## src/rtl/digit_scan_pkg.sv

```systemverilog
// Shared constants, scan state encoding and nibble select helper for the
// multiplexed 7-segment digit scanner.
package digit_scan_pkg;

  localparam int NUM_DIGITS      = 4;
  localparam int DEF_REFRESH_DIV = 50000;
  localparam int DEF_BLANK_CYC   = 500;

  typedef enum logic {
    IDLE = 1'b0,
    SCAN = 1'b1
  } state_t;

  function automatic logic [3:0] nibble_of(input logic [4*NUM_DIGITS-1:0] frame,
                                           input logic [1:0] idx);
    return frame[4*idx +: 4];
  endfunction

endpackage

```

## src/rtl/digit_scan_lz_mask.sv

```systemverilog
// Leading-zero visibility mask: digit i is visible unless blanking is on and
// every nibble from i up to the most significant digit is zero.
module lz_mask
  import digit_scan_pkg::*;
(
  input  logic [4*NUM_DIGITS-1:0] frame,
  input  logic                    lz_blank,
  output logic [NUM_DIGITS-1:0]   visible
);

  // The rightmost digit always shows, so an all-zero value still reads "0".
  assign visible[0] = 1'b1;

  generate
    for (genvar gi = 1; gi < NUM_DIGITS; gi++) begin : g_vis
      assign visible[gi] = !lz_blank || (|frame[4*NUM_DIGITS-1:4*gi]);
    end
  endgenerate

endmodule

```

## src/rtl/digit_scan.sv

```systemverilog
// Four-digit display scanner: steps dp through the digits every REFRESH_DIV
// clocks, latches value once per frame and drives fully registered outputs.
module digit_scan
  import digit_scan_pkg::*;
#(
  parameter int REFRESH_DIV = DEF_REFRESH_DIV,
  parameter int BLANK_CYC   = DEF_BLANK_CYC
) (
  input  logic        clk,
  input  logic        rst_n,
  input  logic        en,
  input  logic [15:0] value,
  input  logic [3:0]  dig_en,
  input  logic        lz_blank,
  output logic [1:0]  dp,
  output logic [3:0]  nibble,
  output logic        digit_on,
  output logic        frame_start
);

  localparam int CW = (REFRESH_DIV > 1) ? $clog2(REFRESH_DIV) : 1;
  localparam logic [CW-1:0] CNT_LAST = CW'(REFRESH_DIV - 1);

  state_t        state_reg, state_next;
  logic [CW-1:0] cnt_reg, cnt_next;
  logic [1:0]    dp_reg, dp_next;
  logic [15:0]   frame_reg, frame_next;
  logic [3:0]    nibble_reg, nibble_next;
  logic          digit_on_reg, digit_on_next;
  logic          frame_start_reg, frame_start_next;
  logic [3:0]    visible_next;

  // Mask is taken from the frame value that will be live after this edge,
  // keeping it aligned with the registered dp/nibble.
  lz_mask u_lz_mask (
    .frame    (frame_next),
    .lz_blank (lz_blank),
    .visible  (visible_next)
  );

  always_ff @(posedge clk or negedge rst_n) begin
    if (!rst_n) begin
      state_reg       <= IDLE;
      cnt_reg         <= '0;
      dp_reg          <= '0;
      frame_reg       <= '0;
      nibble_reg      <= '0;
      digit_on_reg    <= 1'b0;
      frame_start_reg <= 1'b0;
    end else begin
      state_reg       <= state_next;
      cnt_reg         <= cnt_next;
      dp_reg          <= dp_next;
      frame_reg       <= frame_next;
      nibble_reg      <= nibble_next;
      digit_on_reg    <= digit_on_next;
      frame_start_reg <= frame_start_next;
    end
  end

  always_comb begin
    state_next       = state_reg;
    cnt_next         = cnt_reg;
    dp_next          = dp_reg;
    frame_next       = frame_reg;
    frame_start_next = 1'b0;

    case (state_reg)
      IDLE: begin
        if (en) begin
          state_next       = SCAN;
          cnt_next         = '0;
          dp_next          = '0;
          frame_next       = value;
          frame_start_next = 1'b1;
        end
      end
      SCAN: begin
        if (!en) begin
          state_next = IDLE;
          cnt_next   = '0;
          dp_next    = '0;
        end else if (cnt_reg == CNT_LAST) begin
          cnt_next = '0;
          dp_next  = dp_reg + 2'd1;
          // Relatch only on the 3->0 wrap so a frame never tears.
          if (dp_reg == 2'd3) begin
            frame_next       = value;
            frame_start_next = 1'b1;
          end
        end else begin
          cnt_next = cnt_reg + 1'b1;
        end
      end
      default: begin
        state_next = IDLE;
        cnt_next   = '0;
        dp_next    = '0;
      end
    endcase

    nibble_next   = nibble_of(frame_next, dp_next);
    digit_on_next = (state_next == SCAN) && (int'(cnt_next) >= BLANK_CYC) &&
                    dig_en[dp_next] && visible_next[dp_next];
  end

  assign dp          = dp_reg;
  assign nibble      = nibble_reg;
  assign digit_on    = digit_on_reg;
  assign frame_start = frame_start_reg;

endmodule

```

## config.mk

```make
export PLATFORM = sky130hd
export DESIGN_NAME = digit_scan
export DESIGN_NICKNAME = d
export VERILOG_FILES = /design/src/rtl/digit_scan_pkg.sv /design/src/rtl/digit_scan_lz_mask.sv /design/src/rtl/digit_scan.sv
export SDC_FILE = /design/constraint.sdc
export NUM_CORES = 1
export LEC_CHECK = 0
export CAP_MARGIN = 20
export CORE_MARGIN = 2
export CORE_UTILIZATION = 49
export CTS_BUF_LIST = sky130_fd_sc_hd__clkbuf_16
export CTS_CLUSTER_DIAMETER = 100
export CTS_CLUSTER_SIZE = 12
export DETAILED_ROUTE_END_ITERATION = 8
export HOLD_SLACK_MARGIN = 0.12
export PLACE_DENSITY = 0.73
export SETUP_SLACK_MARGIN = 0.1
export SLEW_MARGIN = 20
export SYNTH_ARGS = -nofsm -noshare
export SYNTH_HDL_FRONTEND = slang
export SYNTH_HIERARCHICAL = 1
export SYNTH_SLANG_ARGS = --single-unit
```

## constraint.sdc

```tcl
create_clock -name clk -period 2.85 [get_ports clk]
set_clock_uncertainty 0.05 [all_clocks]
set_input_delay 0.285 -clock clk [delete_from_list [all_inputs] [get_ports clk]]
set_output_delay 0.285 -clock clk [all_outputs]
set_load 0.005 [all_outputs]
```

---- Word level (Yosys, flattened, before mapping) ----
Cells that the tools add are included.
Widths: inputs -> output; s select.
cells by class
  shift operators ......................... 1
  div/mod/pow operators ................... 0
  muxes and demuxes ....................... 22
  magnitude comparators ................... 2
  equality and inequality tests ........... 2
  reduce and logical (&&, ||, !) cells .... 10
  bitwise gates (word level) .............. 1
  add/subtract/negate cells ............... 2
  multipliers ............................. 0
operator list
  cell                   number
  $mux 16                7
  $pmux 16 s2            2
  $add 16x1->16 const B  1
  $eq 16x16->1 const B   1
  $ge 16x9->1 const B    1
  $shiftx 16x5->4        1
  $reduce_or 12->1       1
  $reduce_or 8->1        1
  $mux 1                 6
  $mux 2                 3
  $bmux 1 s2             2
  $pmux 2 s2             1
  $reduce_or 4->1        1
  $logic_and 1x1->1      3
  $logic_or 1x1->1       3
  $lt 2x3->1 const B     1
  $add 2x1->2 const B    1
  $eq 2x2->1 const B     1
  $pmux 1 s2             1
  $logic_not 1->1        1
  $not 1->1              1
storage, ports and cells
  output and inout bits ................... 8
  register bits ........................... 41
  logic and storage cells ................. 47
  bits in latches ......................... 0
  RAM bits ................................ 0
  memories ................................ 0
  input bits .............................. 24
  ROM bits ................................ 0

---- Longest topological paths before layout ----
  depth after elaboration ................. 10
  depth in mapped cells ................... 12
  gate-level depth less buffers ........... 11

---- By module ----
Netlist, hierarchy kept.
modules (own cells, without submodules)
  module      times used  cells each  area each (um2)  seq. area each (um2)
  digit_scan  1           209         2,195.9          1,026.0
  lz_mask     1           8           51.3             0.0

---- Worst setup path after synthesis ----
No wires, ideal clock.
  kind .................................... register to register
  start point ............................. reg cnt_reg[0]
  end point ............................... reg digit_on_reg (netlist: digit_on)
  buffers on the path ..................... 1
  library setup time ...................... 122 ps
  arrival ................................. 2,507 ps
  stages on the path, launching flop included .. 13
  data required time ...................... 2,678 ps
  clock period less this slack ............ 2,679 ps
  setup slack ............................. 171 ps
  cell sequence ........................... dfrtp_1 ha_1 and4b_1 nand4_1 o21ai_1 nand2_2 buf_6 mux2_2 nor4_2 nand3_1 nand3_1 o21ai_0 o2111a_1
between the ends
  cells in the longest elaborated chain, start to end .. 9
  elaborated cells on any way between the ends .. 26
  classes of those cells .................. add/sub (1); order compare (1); eq/ne (1); mux (14); reduce/logical (9)
RTL lines
  what                          RTL line                  RTL
  start, declared               digit_scan.sv:25          logic [CW-1:0] cnt_reg, cnt_next;
  start signal, assigned        digit_scan.sv:52          cnt_reg <= cnt_next;
  $eq 16x16->1                  digit_scan.sv:83          end else if (cnt_reg == CNT_LAST) begin
  $mux 16                       digit_scan.sv:83
  $mux 16                       digit_scan.sv:79          if (!en) begin
  $pmux 16 s2                   digit_scan.sv:68          case (state_reg)
  via frame_next[13]            digit_scan.sv:27          logic [15:0] frame_reg, frame_next;
  $reduce_or 8->1               digit_scan_lz_mask.sv:16  assign visible[gi] = !lz_blank || (|frame[4*NUM_DIGITS-1:4*gi]);
  $logic_or 1x1->1              digit_scan_lz_mask.sv:16
  via visible_next[2]           digit_scan.sv:31          logic [3:0] visible_next;
  $bmux 1 s2                    digit_scan.sv:104         dig_en[dp_next] && visible_next[dp_next];
  $mux 1 (implied by the code)  digit_scan.sv:104
  $logic_and 1x1->1             digit_scan.sv:104
  via digit_on_next             digit_scan.sv:29          logic digit_on_reg, digit_on_next;
  end signal, assigned          digit_scan.sv:56          digit_on_reg <= digit_on_next;
  end, declared                 digit_scan.sv:29
The timed path passes the listed nets, and every way through them passes these cells. The select of a mux whose other input is x is not followed.

---- Worst setup path after layout ----
  start point ............................. reg cnt_reg[13]
  end point ............................... reg digit_on_reg (netlist: digit_on)
Same word-level chain as after synthesis.

==> qor.yml <==
clocking:
  cts.sinks: 41
  cts_max_level: 2
  root_buffer: "clkbuf_16"
  cts_buffers: 5
  cts_tree: "yes"
  clk_pin_slew_ns: 0.07
  clkLatencyLatePin_ns: 0.28
  clockBufferDepth: 2
synth:
  synthCells: 217
  synth_ff_type: "dfrtp_1"
  yosysWarnings: 6
  synth_edf_count: 0
  seq_area_frac_synth_pct: 45.7
  synth.most_common_cell: "dfrtp_1"
  postSynthRegisterBits: 41
  ys_top_cells_by_count: "41 x dfrtp_1, 16 x nand2_1, 15 x mux2_2"
  synth_cell_type_count: 51
  syn_area_um2: 2250
  yosys.area.top_type: "dfrtp_1"
  synth_top_area_share_pct: 45.7
  async_flop_share_pct: 100
  synthTopCellsByArea: "dfrtp_1 46%, mux2_2 7.5%, mux2i_1 5.3%"
  syn_nets: 243
  syn_avg_cell_area_um2: 10.4
power:
  power.switching_mw: 0.359
  power.density_nw_per_um2: 527
  power.leakage_nw: 1.46
  finalPower_mw: 1.62
  clockPowerShare_pct: 45.7
  ir_drop_uv: 343
  sequentialPowerShare_pct: 39.7
  p_int_mw: 1.26
  combPwrFrac_pct: 14.6
  p_sw_share_pct: 22.1
critical_path:
  path_class: "register to register"
  cp-end-kind: "register"
  crit_fanout: 4
  critPathRequiredTime_ns: 2.97
  worst_r2r_path_depth: 12
  cp-start-kind: "register"
  cp.arrival_ns: 2.87
drt:
  postRouteAntennaNets: 0
  drc: 0
  avgRoutedWirePerCell_um: 16.8
  wl_met3_um: 233
  top_layer: "met4"
  firstDrtPassIters: 4
  vias: 1962
  wl_met2_um: 2700
  drt_wl_total_um: 5600
  wl_met1_um: 2570
  viasPerCell: 5.89
  drt_iter0_drc: 205
sta:
  rsz0062_at_grt: "true"
  tightestPinTransition_ns: 0.916
  max_freq_ghz: 0.364
  fin_crit_sh_pct: 96.3
  whs_ns: 0.448
  tns_ns: 0
  finalMaxSlewViolations: 0
  hold_viol: 0
  setup_viol: 0
  slew_headroom_pct: 38.9
  layout_min_cycle_time_ns: 2.75
global_route:
  grt_util_all_layers_pct: 22.7
  antenna_found_initial: 0
  grt_pass1_wl_um: 9020
  grt_pass1_vias: 1873
  grt.overflow.total: 0
  grt_max_degree: 42
floorplan:
  coreArea_um2: 4380
  dieArea_um2: 5140
  die_w_um: 71.7
  rows: 24
  start_util_pct: 51.3
  die_h_um: 71.7
  num_io_pins: 32
placement:
  dp_hpwl_um: 3770
  gp_congestion: 0.885
  placedCellCount: 316
  portBuffers: 31
final_layout:
  nets: 306
  antenna_cells: 0
  drive_gt1_share_pct: 24.2
  final_util_pct: 70.2
  instances_no_fill: 333
  area_delta_synth_final_pct: 36.9
hold_path:
  hp-class: "register to register"
  whs_path_depth: 1
flow_run:
  drv_cap: 0
outcome:
  status: "finished clean"
==> worst paths after layout <==
kind / from / to / slack (ns)
max in group asynchronous: rst_n / frame_reg[1]$_DFF_PN0_ / 1.55
min in group asynchronous: rst_n / cnt_reg[6]$_DFF_PN0_ / 0.62
min: frame_reg[1]$_DFF_PN0_ / frame_reg[1]$_DFF_PN0_ / 0.45
min reg2reg: frame_reg[1]$_DFF_PN0_ / frame_reg[1]$_DFF_PN0_ / 0.45
max reg2reg: cnt_reg[13]$_DFF_PN0_ / digit_on$_DFF_PN0_ / 0.10
max: cnt_reg[13]$_DFF_PN0_ / digit_on$_DFF_PN0_ / 0.10
==> metrics by stage <==
step           area (um2)  setup WS (ns)
6_report             3080          0.105
5_1_grt              3080         -0.124
4_1_cts              2970         0.0747
3_5_place_dp         2750         0.0193
3_3_place_gp         2750          0.142
2_1_floorplan        2250          0.171
==> routing by layer <==
metal / up-vias / track usage, %
li1: 932 / -
met1: 961 / 31.7
met2: 59 / 35.8
met3: 10 / 3.23
met4: 0 / 9.22
met5: - / 0
==> kinds of logic after synthesis <==
kind of cell / Yosys count / share of synthesized area, %
other cells: 1 / 0.167
simple gates: 81 / 20.2
fa+ha+maj: 2 / 1.11
mux: 28 / 13.5
buf+inv: 18 / 4.18
compound gates: 43 / 14.0
flops: 41 / 45.7
xor+xnor: 3 / 1.17
==> power by group through the flow <==
stage	sequential [mW]	clock [mW]	combinational (mW)
finish	0.644	0.741	0.237
global route	0.648	0.782	0.256
CTS	0.643	0.751	0.213
detailed placement	0.653	0	0.206
global placement	0.651	0	0.204
floorplan	0.649	0	0.0973
==> critical path, cell delays in order, from the launching register on <==
cell	delay [ns]
dfrtp_1	0.39
nor4bb_2	0.30
buf_4	0.16
nand4_1	0.11
o21ai_1	0.19
nand2_2	0.13
buf_6	0.15
mux2_4	0.32
nor4_4	0.32
nand3_1	0.11
nand3_1	0.08
o21ai_1	0.07
o2111a_1	0.26
==> placed cells by master (no fill, tap or decap), drive strengths merged, types with 4 or more instances in the layout <==
cell type	count
nand4	8
buf	36
clkdlybuf4s50	30
clkbuf	5
mux2	16
mux2i	12
nor4	6
o21ai	15
nand3	13
and3	4
nand2	17
inv	8
nor2	11
nor2b	6
dfrtp	41
==> repair_timing <==
| item | CTS | global route |
|---|---|---|
| setup endpoints to repair | 1 | 1 |
| hold endpoints to repair | 6 | 0 |
| pin swaps | 1 | 7 |
| gates resized for setup | 2 | 7 |
| buffers inserted | 0 | 8 |
| hold buffers | 1 | 0 |
==> area by class of cell <==
| cell class | instances | area [um2] |
|---|---|---|
| fillers | 310 | 1310 |
| multi-input cells | 158 | 1170 |
| flip-flops and latches | 41 | 1030 |
| repair buffers | 67 | 594 |
| clock buffers | 5 | 125 |
| clock inverters | 3 | 68.8 |
| well taps | 52 | 65.1 |
| inverters | 7 | 26.3 |
(Power assumes the default switching activity.)
